--- src/rtl/risc_v_chk_pkg.sv ---
// Shared types for the RISC-V run checker: FSM states, event kinds, fail codes
// and the event-table entry layout.
package risc_v_chk_pkg;

  // Widest monitored bus the table entries can hold; instances use XLEN <= CHK_XLEN.
  localparam int unsigned CHK_XLEN = 32;

  typedef enum logic [1:0] {
    ST_IDLE = 2'd0,
    ST_RUN  = 2'd1,
    ST_PASS = 2'd2,
    ST_FAIL = 2'd3
  } chk_state_e;

  typedef enum logic [1:0] {
    EVT_FETCH = 2'd0,
    EVT_STORE = 2'd1,
    EVT_END   = 2'd2
  } evt_kind_e;

  localparam logic [1:0] FAIL_NONE    = 2'd0;
  localparam logic [1:0] FAIL_TIMEOUT = 2'd1;
  localparam logic [1:0] FAIL_STORE   = 2'd2;

  typedef struct packed {
    logic [1:0]          kind;
    logic [CHK_XLEN-1:0] addr;
    logic [CHK_XLEN-1:0] data;
  } evt_entry_t;

endpackage

--- src/rtl/chk_evt_table.sv ---
// Expected-event register file: one write port, one combinational read port.
// Contents are deliberately not reset so a run can be repeated after rst.
module chk_evt_table
  import risc_v_chk_pkg::*;
#(
  parameter int unsigned XLEN  = 32,
  parameter int unsigned N_EVT = 8,
  parameter int unsigned IW    = $clog2(N_EVT)
) (
  input  logic            clk,
  input  logic            i_we,
  input  logic [IW-1:0]   i_widx,
  input  logic [1:0]      i_kind,
  input  logic [XLEN-1:0] i_addr,
  input  logic [XLEN-1:0] i_data,
  input  logic [IW-1:0]   i_ridx,
  output evt_entry_t      o_entry_c
);

  evt_entry_t r_mem [N_EVT];

  always_ff @(posedge clk) begin
    if (i_we) begin
      r_mem[i_widx] <= '{kind: i_kind,
                         addr: CHK_XLEN'(i_addr),
                         data: CHK_XLEN'(i_data)};
    end
  end

  assign o_entry_c = r_mem[i_ridx];

endmodule

--- config.mk ---
export PLATFORM = sky130hd
export DESIGN_NAME = chk_evt_table
export DESIGN_NICKNAME = d
export VERILOG_FILES = /design/src/rtl/risc_v_chk_pkg.sv /design/src/rtl/chk_evt_table.sv
export SDC_FILE = /design/constraint.sdc
export NUM_CORES = 1
export LEC_CHECK = 0
export CORE_AREA = 8 8 198 181
export CTS_CLUSTER_SIZE = 10
export DETAILED_ROUTE_END_ITERATION = 8
export DIE_AREA = 0 0 206 189
export HOLD_SLACK_MARGIN = 0.08
export PLACE_DENSITY = 0.83
export SYNTH_ARGS = -nofsm -noshare
export SYNTH_HDL_FRONTEND = slang
export SYNTH_SLANG_ARGS = --single-unit
--- constraint.sdc ---
create_clock -name clk -period 13.2 [get_ports clk]
set_clock_uncertainty 0.1 [all_clocks]
set_input_delay 1.98 -clock clk [delete_from_list [all_inputs] [get_ports clk]]
set_output_delay 1.98 -clock clk [all_outputs]
set_load 0.1 [all_outputs]
# After elaboration in Yosys (flattened, before gate mapping)
# Memory sizes are Yosys's and may differ from the RTL's.
# Cells that the tools add are included.
[word_totals]
register_bits = 0
latchBits = 0
ramBits = 528
mem_bits_ro = 0
input_bits = 74
out_inout_bits = 66
wordCells = 3
n_memories = 1
[mem_list]
columns = ["memory", "depth", "word_bits", "read_ports", "rd_ports_with_merged_regs", "wr", "line", "text"]
rows = [
  ["r_mem", 8, 66, 1, 0, 1, "chk_evt_table.sv:20", "evt_entry_t r_mem [N_EVT];"],
]
[op_classes]
n_addsub = 0
mul = 0
div = 0
order_cmp = 0
n_eq_ne = 0
shifts = 0
n_mux = 2
bitwise_logic = 0
n_reduce_logical = 0
[ops]
columns = ["cell", "n"]
rows = [
  ["$mux 1", 2],
]

# Depth between registers and ports, before layout
[logic_depth]
word_depth = 2
mapped_depth = 5
ltp_nobuf = 2

# Least setup slack after synthesis
# OpenSTA, ideal clock, no wires.
[synth_path]
kind = "input-to-reg"
from = "in i_widx[2]"
to = "mem r_mem[0][0] in the netlist's numbering, enable pin"
setup_time_ps = 572
t_arrival_ps = 6644
required_time_ps = 12528
slack_ps = 5884
cell_stages = 2
n_path_buf = 0
path_cell_list = "nand2b_1 -> nor3_1"
[synth_lines]
columns = ["item", "line", "text"]
rows = [
  ["start: declaration", "chk_evt_table.sv:12", "input logic [IW-1:0] i_widx,"],
  ["end: declaration", "chk_evt_table.sv:20", ""],
]
# Straight into the memory's write port.

==> results.json <==
{
  "hold_ws_ns": 2.031,
  "seqCellArea_sq_um": 15860,
  "grt_overflow": 0,
  "ant_nets": 0,
  "synth_ff_type": "edfxtp_1",
  "switching_share_pct": 23.13,
  "ctsRootBufferMaster": "clkbuf_16",
  "cp-start-kind": "input port",
  "grt_max_degree": 78,
  "area_delta_synth_final_pct": 17.05,
  "fillerInstances": 1828,
  "wl_per_cell_um": 28.01,
  "cts_setup_buffers": 0,
  "clk_pin_slew_ns": 0.05,
  "finalCritPeriodShare_pct": 55.97,
  "synth_common_cells": "528 x edfxtp_1, 132 x mux4_2, 66 x mux2_2, 14 x clkbuf_1, 13 x buf_2",
  "holdPathStages": 1,
  "ctsHoldBuffers": 0,
  "cp_max_fo": 66,
  "cts_tree": "done",
  "synth.cell_area_sq_um": 19850,
  "core_sq_um": 32480,
  "synth_top_area_share_pct": 79.86,
  "worst_pin_slew_ns": 1.090,
  "dp_hpwl_um": 19730,
  "drv_cap": 0,
  "drt_wl_total_um": 38710,
  "clock_path_buffers": 3,
  "clock.fmax_ghz": 0.1354,
  "viasPerCell": 6.270,
  "critPathKind": "input port to output pin",
  "startpoint": "i_ridx[0]",
  "antenna_found_initial": 3,
  "hp-class": "input port to register",
  "p_leak_uw": 0.007299,
  "syn_inst": 776,
  "relSlewSlack_pct": 27.09,
  "yosysMostFrequentCell": "edfxtp_1",
  "final_max_slew_viol_count": 0,
  "dieHeight_um": 189,
  "irDropWorstVdd_uv": 115.6,
  "crit_required_ns": 11.12,
  "grt_first_pass_wirelength_um": 58520,
  "ys_ff_latch": 528,
  "hold_viol_final": 0,
  "async_flop_share_pct": 0,
  "p_clk_share_pct": 36.7,
  "multi_input_area_sq_um": 3830,
  "ys_types": 11,
  "synth_nets": 850,
  "gp_congestion": 0.6818,
  "largest_reg_flops": 528,
  "h-tree-depth": 2,
  "ys_seq_area_share_pct": 79.86,
  "rsz0062_at_grt": "no",
  "ios": 140,
  "fp-row-count": 63,
  "cts.sinks": 528,
  "drt-initial-drc-count": 705,
  "synth_edf_count": 528,
  "grt_usage_pct": 20.13,
  "dieArea_sq_um": 38930,
  "drc": 0,
  "initial_core_util_pct": 61.13,
  "crit_arrival_ns": 5.31,
  "p_total_uw": 3643,
  "cts_resized": 0,
  "layout_setup_ws_ns": 5.812,
  "first_global_vias": 9401,
  "synth_largest_area_cell": "edfxtp_1",
  "top_regs": "r_mem: 528 flops",
  "status": "complete, no violations",
  "die_w_um": 206,
  "setup_violations": 0,
  "tns_ns": 0,
  "endpoint_kind": "output pin",
  "p_int_uw": 2800,
  "min_period_ns": 7.388,
  "switching_power_uw": 842.8,
  "pwr-share-seq_pct": 52.6,
  "nets": 1030,
  "avgSynthCellArea_sq_um": 25.58,
  "portBuffers": 139,
  "cts-buffers-inserted": 58,
  "synthTopCellsByArea": "edfxtp_1 80%, mux4_2 15%, mux2_2 3.7%, buf_6 0.51%, buf_2 0.33%",
  "layout-drive-gt1-share_pct": 30.03,
  "routed-via-count": 8665,
  "hp-start": "i_addr[18]",
  "drtPass1Iterations": 5,
  "ys_warn_count": 0,
  "dp_slack_ns": 5.750,
  "power.density_nw_per_um2": 156.8,
  "largest-register": "r_mem",
  "p_comb_share_pct": 10.6
}
routing by layer:
| layer | up-vias | GRT usage, % | routed length [um] |
|---|---|---|---|
| met1 | 4579 | 28.24 | 16120 |
| met3 | 62 | 4.288 | 2684 |
| met2 | 347 | 32.08 | 19050 |
| met4 | 4 | 5.648 | 834 |
| met5 | - | 0 | 23 |
| li1 | 3673 | - | - |
power by group through the flow:
stage                     combinational [uW]  clock, uW  sequential, uW
after floorplan                          277          0            1950
after global placement                   386          0            1950
after detailed placement                 390          0            1950
after CTS                                393       1360            1920
after global routing                     403       1430            1920
final                                    388       1340            1920
cell type report:
class / count / area share, %
clock inverter: 3 / 0.1454
timing repair buffer: 157 / 6.580
sequential: 528 / 68.23
antenna: 1 / 0.01077
multi-input combinational: 211 / 16.48
clock buffer: 60 / 6.278
tap: 422 / 2.272
worst paths after layout:
check / end
max: o_entry_c[0]
min: r_mem[7][50]
cell families (layout without fill, tap and decap cells):
group	Yosys count	in the layout	synth area share (%)
flops	528	528	79.86
mux	198	198	18.72
buf+inv	37	220	1.122
simple gates	13	13	0.2962
other cells	0	1	0
worst max-delay path, stage by stage:
cell and delay, ns:
clkbuf_8 0.63, buf_4 0.68, mux4_2 0.60, mux2_2 0.29, clkdlybuf4s50_1 1.02
through the flow:
step                      cells  util (%)  cell area [sq um]
after floorplan             776         -              19850
after global placement     1318     66.95              21740
after detailed placement   1318     66.95              21740
after CTS                  1381     71.54              23230
after global routing       1382     71.55              23240
final                      1382     71.55              23240
cell usage in the layout, fill, tap and decap left out:
cell	n
clkdlybuf4s50_1	136
nor2_4	6
buf_4	19
clkbuf_1	2
mux2_2	66
inv_6	2
nand2_1	2
nand2b_1	3
clkbuf_8	1
clkbuf_16	58
edfxtp_1	528
diode_2	1
mux4_2	132
clkinv_8	1
buf_6	1
nor3_2	2
No activity file was read; power rests on OpenSTA's default activity.
